--- src/rtl/cam_capture_if.sv ---
// Camera byte bus in, frame-buffer write port and frame status out.
// The write port has no back-pressure: a stored pixel is written in the single cycle where we=1.
interface cam_capture_if;
  logic        vsync;
  logic        href;
  logic [7:0]  d;
  logic        we;
  logic [16:0] wAddr;
  logic [15:0] wData;
  logic        led_clear;
  logic        frame_done;
  logic [7:0]  frame_cnt;
  logic        overflow;

  modport master (
    output vsync, href, d,
    input  we, wAddr, wData, led_clear, frame_done, frame_cnt, overflow
  );

  modport slave (
    input  vsync, href, d,
    output we, wAddr, wData, led_clear, frame_done, frame_cnt, overflow
  );
endinterface

--- src/rtl/cam_capture.sv ---
// Pairs camera bytes into RGB565 pixels, decimates to W x H and writes them
// sequentially into the frame buffer, with per-frame clear/done strobes.
module cam_capture #(
  parameter int SRC_W = 640,
  parameter int SRC_H = 480,
  parameter int W     = 320,
  parameter int H     = 240,
  parameter int DEC   = 2
) (
  input  logic          pclk,
  input  logic          reset,
  cam_capture_if.slave  bus,
  output logic          o_dbg_state
);
  localparam int NPIX = W * H;
  localparam int AW   = $clog2(NPIX + 1);
  localparam int XW   = $clog2(SRC_W + 1);
  localparam int YW   = $clog2(SRC_H + 1);
  localparam logic [AW-1:0] ADDR_END = AW'(NPIX);
  localparam logic [XW-1:0] X_END    = XW'(SRC_W);
  localparam logic [YW-1:0] Y_END    = YW'(SRC_H);

  typedef enum logic {WAIT_SYNC = 1'b0, FRAME = 1'b1} state_t;

  state_t          r_state, w_state_next;
  logic            w_in_frame;
  logic            r_vsync_q, r_href_q, r_phase, r_clear_pend, r_frame_ovf;
  logic [7:0]      r_hi;
  logic [XW-1:0]   r_x;
  logic [YW-1:0]   r_y;
  logic [AW-1:0]   r_addr;
  logic            r_we, r_led_clear, r_frame_done, r_overflow;
  logic [AW-1:0]   r_waddr;
  logic [15:0]     r_wdata;
  logic [7:0]      r_frame_cnt;

  logic w_rise, w_sample, w_pix, w_keep_x, w_keep_y, w_keep;
  logic w_store, w_ovf, w_boundary, w_line_end, w_frame_ok;

  always_comb begin
    w_state_next = r_state;
    w_in_frame   = 1'b0;
    case (r_state)
      WAIT_SYNC: if (w_rise) w_state_next = FRAME;
      FRAME: begin
        w_in_frame   = 1'b1;
        w_state_next = FRAME;
      end
      default: w_state_next = WAIT_SYNC;
    endcase
  end

  assign w_rise     = bus.vsync & ~r_vsync_q;
  assign w_sample   = w_in_frame & bus.href;
  assign w_pix      = w_sample & r_phase;
  assign w_keep_x   = (DEC == 1) ? 1'b1 : ~r_x[0];
  assign w_keep_y   = (DEC == 1) ? 1'b1 : ~r_y[0];
  assign w_keep     = w_pix & (r_x < X_END) & (r_y < Y_END) & w_keep_x & w_keep_y;
  assign w_store    = w_keep & (r_addr != ADDR_END);
  assign w_ovf      = w_keep & (r_addr == ADDR_END);
  // A rise that coincides with a store is deferred one cycle so the store
  // keeps its address and led_clear never overlaps we.
  assign w_boundary = (w_rise & ~w_store) | r_clear_pend;
  assign w_line_end = w_in_frame & r_href_q & ~bus.href;
  assign w_frame_ok = w_in_frame & (r_addr == ADDR_END) & ~r_frame_ovf & ~w_ovf;

  always_ff @(posedge pclk) begin
    if (reset) begin
      r_state      <= WAIT_SYNC;
      r_vsync_q    <= 1'b1;
      r_href_q     <= 1'b0;
      r_phase      <= 1'b0;
      r_clear_pend <= 1'b0;
      r_frame_ovf  <= 1'b0;
      r_hi         <= '0;
      r_x          <= '0;
      r_y          <= '0;
      r_addr       <= '0;
      r_we         <= 1'b0;
      r_led_clear  <= 1'b0;
      r_frame_done <= 1'b0;
      r_overflow   <= 1'b0;
      r_waddr      <= '0;
      r_wdata      <= '0;
      r_frame_cnt  <= '0;
    end else begin
      r_state      <= w_state_next;
      r_vsync_q    <= bus.vsync;
      r_href_q     <= bus.href;
      r_we         <= w_store;
      r_led_clear  <= w_boundary;
      r_frame_done <= 1'b0;
      r_clear_pend <= w_rise & w_store;

      if (w_sample) r_phase <= ~r_phase;
      else          r_phase <= 1'b0;
      if (w_sample && !r_phase) r_hi <= bus.d;
      if (w_pix && (r_x < X_END)) r_x <= r_x + XW'(1);

      if (w_store) begin
        r_wdata <= {r_hi, bus.d};
        r_waddr <= r_addr;
        r_addr  <= r_addr + AW'(1);
      end
      if (w_ovf) begin
        r_overflow  <= 1'b1;
        r_frame_ovf <= 1'b1;
      end

      if (w_line_end) begin
        r_x <= '0;
        if (r_y < Y_END) r_y <= r_y + YW'(1);
      end

      // Frame boundary wins over line end and pixel counters.
      if (w_boundary) begin
        r_addr      <= '0;
        r_x         <= '0;
        r_y         <= '0;
        r_phase     <= 1'b0;
        r_frame_ovf <= 1'b0;
        if (w_frame_ok) begin
          r_frame_done <= 1'b1;
          r_frame_cnt  <= r_frame_cnt + 8'd1;
        end
      end
    end
  end

  assign bus.we         = r_we;
  assign bus.wAddr      = 17'(r_waddr);
  assign bus.wData      = r_wdata;
  assign bus.led_clear  = r_led_clear;
  assign bus.frame_done = r_frame_done;
  assign bus.frame_cnt  = r_frame_cnt;
  assign bus.overflow   = r_overflow;
  assign o_dbg_state    = r_state;
endmodule

--- src/flat_wrapper.sv ---
// flat-port wrapper written by rule: the top's interface ports become plain ports
module cam_capture_flat 
#(
  parameter int SRC_W = 640,
  parameter int SRC_H = 480,
  parameter int W     = 320,
  parameter int H     = 240,
  parameter int DEC   = 2
)
  (pclk, reset, o_dbg_state, bus_vsync, bus_href, bus_d, bus_we, bus_wAddr, bus_wData, bus_led_clear, bus_frame_done, bus_frame_cnt, bus_overflow);
  cam_capture_if bus_i ();
  input  logic pclk;
  input  logic reset;
  output logic o_dbg_state;
  input wire logic [$bits(bus_i.vsync)-1:0] bus_vsync;
  input wire logic [$bits(bus_i.href)-1:0] bus_href;
  input wire logic [$bits(bus_i.d)-1:0] bus_d;
  output wire logic [$bits(bus_i.we)-1:0] bus_we;
  output wire logic [$bits(bus_i.wAddr)-1:0] bus_wAddr;
  output wire logic [$bits(bus_i.wData)-1:0] bus_wData;
  output wire logic [$bits(bus_i.led_clear)-1:0] bus_led_clear;
  output wire logic [$bits(bus_i.frame_done)-1:0] bus_frame_done;
  output wire logic [$bits(bus_i.frame_cnt)-1:0] bus_frame_cnt;
  output wire logic [$bits(bus_i.overflow)-1:0] bus_overflow;
  assign bus_i.vsync = bus_vsync;
  assign bus_i.href = bus_href;
  assign bus_i.d = bus_d;
  assign bus_we = bus_i.we;
  assign bus_wAddr = bus_i.wAddr;
  assign bus_wData = bus_i.wData;
  assign bus_led_clear = bus_i.led_clear;
  assign bus_frame_done = bus_i.frame_done;
  assign bus_frame_cnt = bus_i.frame_cnt;
  assign bus_overflow = bus_i.overflow;
  cam_capture #(.SRC_W(SRC_W), .SRC_H(SRC_H), .W(W), .H(H), .DEC(DEC)) u_core (.pclk(pclk), .reset(reset), .bus(bus_i), .o_dbg_state(o_dbg_state));
endmodule
--- config.mk ---
export PLATFORM = sky130hd
export DESIGN_NAME = cam_capture_flat
export DESIGN_NICKNAME = d
export VERILOG_FILES = /design/src/rtl/cam_capture_if.sv /design/src/rtl/cam_capture.sv /design/src/flat_wrapper.sv
export SDC_FILE = /design/constraint.sdc
export NUM_CORES = 1
export LEC_CHECK = 0
export CORE_MARGIN = 2
export CORE_UTILIZATION = 56
export CTS_BUF_LIST = sky130_fd_sc_hd__clkbuf_4 sky130_fd_sc_hd__clkbuf_8
export CTS_CLUSTER_SIZE = 20
export DETAILED_ROUTE_END_ITERATION = 8
export GPL_ROUTABILITY_DRIVEN = 0
export GPL_TIMING_DRIVEN = 0
export PLACE_DENSITY = 0.82
export SLEW_MARGIN = 10
export SYNTH_ARGS = -nofsm -noshare
export SYNTH_HDL_FRONTEND = slang
export SYNTH_SLANG_ARGS = --single-unit
--- constraint.sdc ---
create_clock -name pclk -period 2.2 [get_ports pclk]
set_input_delay 0.44 -clock pclk [delete_from_list [all_inputs] [get_ports pclk]]
set_output_delay 0.44 -clock pclk [all_outputs]
set_load 0.01 [all_outputs]
# --- After elaboration in Yosys (flattened, before gate mapping) ---
# Index checks and enable logic that the tools add are counted.
word_totals:
  wordCells: 66
  n_memories: 0
  romBits: 0
  latchBits: 0
  reg_bits: 95
  ramBits: 0
  out_inout_bits: 46
  inputBits: 12
op_classes:
  n_shift: 0
  mul: 0
  magnitude_cmp: 2
  bitwise_logic: 28
  n_mux: 4
  n_eq_ne: 2
  n_reduce_logical: 9
  n_addsub: 4
  n_div: 0
ops:
  columns: ["cell", "n"]
  rows:
  - ["$add 17x1->17 const B", 1]
  - ["$eq 17x17->1 const B", 1]
  - ["$ne 17x17->1 const B", 1]
  - ["$and 1x1->1", 16]
  - ["$not 1->1", 11]
  - ["$add 10x1->10 const B", 1]
  - ["$lt 10x10->1 const B", 1]
  - ["$add 9x1->9 const B", 1]
  - ["$lt 9x9->1 const B", 1]
  - ["$add 8x1->8 const B", 1]
  - ["$reduce_or 3->1", 2]
  - ["$reduce_and 2->1", 2]
  - ["$reduce_or 2->1", 2]
  - ["$mux 1", 3]
  - ["$logic_and 1x1->1", 2]
  - ["$pmux 1 s2", 1]
  - ["$logic_not 1->1", 1]
  - ["$or 1x1->1", 1]

# --- Logic depth before layout (Yosys ltp) ---
depth:
  depth_word: 13
  ltp_mapped: 9
  ltp_nobuf: 7

# --- Worst setup path after synthesis ---
# Ideal clock, no wire load.
synth_path:
  kind: "reg-to-reg"
  from: "register u_core.r_addr[0]"
  to: "register u_core.r_frame_cnt[3] (netlist: u_core.bus.frame_cnt[3])"
  t_arrival_ns: 1.712
  t_required_ns: 2.077
  stages_incl_launch_ff: 8
  path_buffers: 0
  slack_ns: 0.365
  path_cell_list: "dfxtp_1 inv_1 ha_1 and4bb_2 nand4_4 nor3_4 nand4_1 mux2_1"
synth_via:
  elab_chain_cells: 6
  word_cells_on_any_way: 12
  cone_classes: "eq/ne: 2; bitwise: 9; reduce/logical: 1"
synth_lines:
  columns: ["item", "line_no", "text"]
  rows:
  - ["start: declaration", "cam_capture.sv:31", "logic [AW-1:0] r_addr;"]
  - ["start signal: assignment", "cam_capture.sv:103", "r_addr <= r_addr + AW'(1);"]
  - ["$ne 17x17->1", "cam_capture.sv:59", "assign w_store = w_keep & (r_addr != ADDR_END);"]
  - ["$and 1x1->1", "cam_capture.sv:59", null]
  - ["$not 1->1", "cam_capture.sv:63", "assign w_boundary = (w_rise & ~w_store) | r_clear_pend;"]
  - ["$and 1x1->1", "cam_capture.sv:63", null]
  - ["$or 1x1->1", "cam_capture.sv:63", null]
  - ["$reduce_and 2->1 (no source line) (*)", null, null]
  - ["end signal: assignment", "cam_capture.sv:124", "r_frame_cnt <= r_frame_cnt + 8'd1;"]
  - ["end: declaration", "cam_capture.sv:35", "logic [7:0] r_frame_cnt;"]
# Every way passes the cells marked *; elsewhere a longest branch is shown, timed or not.
# A chain may end at the register's enable or synchronous reset.

# --- Worst setup path after layout ---
layout_path:
  from: "register u_core.r_addr[1]"
  to: "register u_core.r_y[4]"
layout_via:
  elab_chain_cells: 6
layout_lines:
  columns: ["item", "line_no", "text"]
  rows:
  - ["$ne 17x17->1", "cam_capture.sv:59", null]
  - ["$and 1x1->1", "cam_capture.sv:59", null]
  - ["$not 1->1", "cam_capture.sv:63", null]
  - ["$and 1x1->1", "cam_capture.sv:63", null]
  - ["$or 1x1->1", "cam_capture.sv:63", null]
  - ["$reduce_or 2->1 (no source line)", null, null]
  - ["end signal: assignment", "cam_capture.sv:112", "if (r_y < Y_END) r_y <= r_y + YW'(1);"]
  - ["end: declaration", "cam_capture.sv:30", "logic [YW-1:0] r_y;"]
# No other way between the ends.

==> qor.txt <==
Cells after Synth: 458
Maxcap violations: 0
Number of global-route vias before repair: 3,141
Worst Reg-to-Reg Cells: 9
Critical path class: reg2reg
Avg Vias per Cell: 5.44
WL final: 8900 um
TritonRoute pass-1 iters: 4
Dominant synthesized flop cell: dfxtp_1
Fmax: 486 MHz
GRT overflow: 0
Post-synth EDFFs: 0
Synthesized area: 3930 um^2
Clock Tree Buf Depth: 2
Worst reg2reg endpoint: u_core.r_y[4]
CTS sink cnt: 95
IR drop worst, VDD: 0.000435 V
Power per cell area: 603 nW/um^2
Nets: 545
CTS Buf Count: 9
DR iter-0 viols: 202
CTS tree: done
Global-route wire length before repair: 14,400 um
Die Height: 87.7 um
Drt drc: 0
Status: completed
Most frequent cells after synthesis: dfxtp_1 (95), nand2_1 (90), a21oi_1 (53)
Fin. max-slew vios: 0
Final setup viols: 0
Data arrival time of the critical path: 2.36 ns
Hold Path Sink: u_core.r_href_q
IO buf count: 56
Crit path time final: 2.06 ns
Crit path capture type: flop
IO Count: 58
Synth warn: 0
Starting Density: 0.578
Final ANT Viol Nets: 0
Hold Vio Cnt, Final: 0
Fin Hold WS: 0.410 ns
CTS root buf: clkbuf_8
Leading area contributor after synthesis: dfxtp_1
Max Fanout on Critical Path: 10
Latest clock arrival within the worst-skew pair: 0.37 ns
Finished Layout Cells: 629
Required time of the critical path: 2.51 ns
Pin count of the biggest net entering global routing: 19
Pleak: 1.66 nW
Worst reg-to-reg setup slack: 0.14 ns
Worst path cell trace: inv_1, ha_1, and4bb_2, nand4_4, nand2_1, a211o_1, buf_2, clkbuf_4, nor2_1
Global router's overall resource usage: 0.238
Finished Core Util: 0.713
Distinct cells, synth: 42
Htree depth: 3
Setup crit start kind: flop
Count leader, synth: dfxtp_1
Seq cells post-synth: 95
Setup TNS: 0 ns
Placeable Area: 6790 um^2
Die area: 7700 um^2
CP peak stage delay: 0.41 ns
Slew margin rel.: 0.597
Placed Cells: 610
P&R area growth vs syn: 23.4%
Synth top area share: 0.484
Async SR Flop Fraction: 0
Rows: 30
HPWL after detailed placement: 6440 um
Diode count: 0
Share of layout cells above drive strength 1: 0.0919
R2R Path Start: u_core.r_addr[1]
Chip width: 87.7 um
Register Area: 1900 um^2
DR vias: 3,419
DR WL/cell: 14.1 um
Fin crit share: 0.936
Min-delay src: bus_href
Multi-input gate area: 1870 um^2
Synth top area cells: dfxtp_1 (48%), nand2_1 (8.6%), a21oi_1 (6.8%)
RSZ-0062 raised after global routing: false
CP max-delay cell: dfxtp_1
Slew @ Worst Pin: 0.603 ns
Fillers: 540
Worst hold stages: 2
Skew final: 0.0124 ns
Initial antenna violation count: 0
Clock-pin slew on the worst setup and hold paths: 0.09 ns
Hold crit path type: in2reg
Syn_nets: 475
Syn avg cell area: 8.58 um^2
Register area share after synthesis: 0.484
flip-flops by register name (all words and copies together) (netlist names), 8 cells and up:
register / cells
u_core.r_hi: 8
u_core.bus.wAddr: 17
u_core.r_y: 9
u_core.bus.wData: 16
u_core.bus.frame_cnt: 8
u_core.r_x: 10
u_core.r_addr: 17
layout make-up:
class | count | share of cell area
Buffer | 29 | 0.0323
Timing Repair Buffer | 59 | 0.123
Multi-Input combinational cell | 330 | 0.385
Inverter | 4 | 0.00310
Clock buffer | 9 | 0.0256
Sequential cell | 95 | 0.393
Clock inverter | 7 | 0.0129
Tap cell | 96 | 0.0248
repair_timing:
item,4_1_cts,5_1_grt
setup buffers,0,3
resized for setup,0,10
hold buffers,0,0
setup endpoints to repair,0,30
worst max-delay path, delay by kind of cell, from the launching register on:
kind,cells,cell delay [ns]
AOI/OAI and AO/OA,1,0.29
adders and majority gates,1,0.21
buffers and inverters,3,0.49
DFF,1,0.41
and+or+nand+nor,4,0.62
how the worst max path moves through the flow:
stage / startpoint / end / slack (ns) / cells after the start
final: u_core.r_addr[1] / u_core.r_y[4] / 0.14 / 9
after global routing: u_core.r_addr[1] / u_core.r_y[3] / 0.01 / 9
after CTS: bus_href / u_core.bus.frame_cnt[4] / 0.05 / 7
after detailed placement: bus_href / u_core.bus.frame_cnt[4] / -0.35 / 7
after global placement: bus_href / u_core.bus.frame_cnt[6] / -0.31 / 7
after floorplan: u_core.r_addr[0] / u_core.bus.frame_cnt[3] / 0.37 / 7
metal layers:
metal | vias up | routed length (um) | GRT usage
li1 | 1707 | - | -
met1 | 1620 | 4150 | 0.318
met2 | 80 | 4260 | 0.388
met3 | 12 | 348 | 0.0462
met4 | 0 | 144 | 0.0839
met5 | - | 0 | 0
through the flow:
step / total power (W) / instance area [um^2] / setup slack [ns]
global route: 0.00302 / 4850 / 0.0117
CTS: 0.00293 / 4790 / 0.0503
finish: 0.00292 / 4850 / 0.141
global placement: 0.00186 / 4610 / -0.313
floorplan: 0.00182 / 3930 / 0.365
detailed placement: 0.00186 / 4610 / -0.349
power by group:
part           switching [W]  total [W]  internal [W]
registers         0.00000468    0.00173       0.00173
logic              0.0000555  0.0000913     0.0000358
clock network       0.000660    0.00110      0.000439
kinds of logic after synthesis:
group / count (synthesis) / share of synthesized area
simple gates: 224 / 0.289
mux: 7 / 0.0191
compound gates: 69 / 0.0943
fa+ha+maj: 5 / 0.0159
xor+xnor: 25 / 0.0558
flops: 95 / 0.484
buf+inv: 33 / 0.0417
placed cells by master, fill, tap and decap left out, drive strengths merged:
master and n:
dfxtp 95, xor2 15, a21oi 53, dlymetal6s2s 1, a31o 2, and3b 1
xnor2 10, buf 17, o31ai 2, clkinv 2, nor2 42, nand2b 2
nand3 13, clkdlybuf4s50 55, or3 6, or4 2, nor3 14, nor4 4
o21a 1, o21ai 7, a211o 1, clkbuf 24, and2 4, ha 5
nor4b 4, nor2b 7, mux2i 3, and4 5, nand2 90, or2 2
mux2 4, and3 7, a22oi 2, inv 9, a31oi 1, nand4 19
and4bb 2
Power figures use the tool's default switching activity.
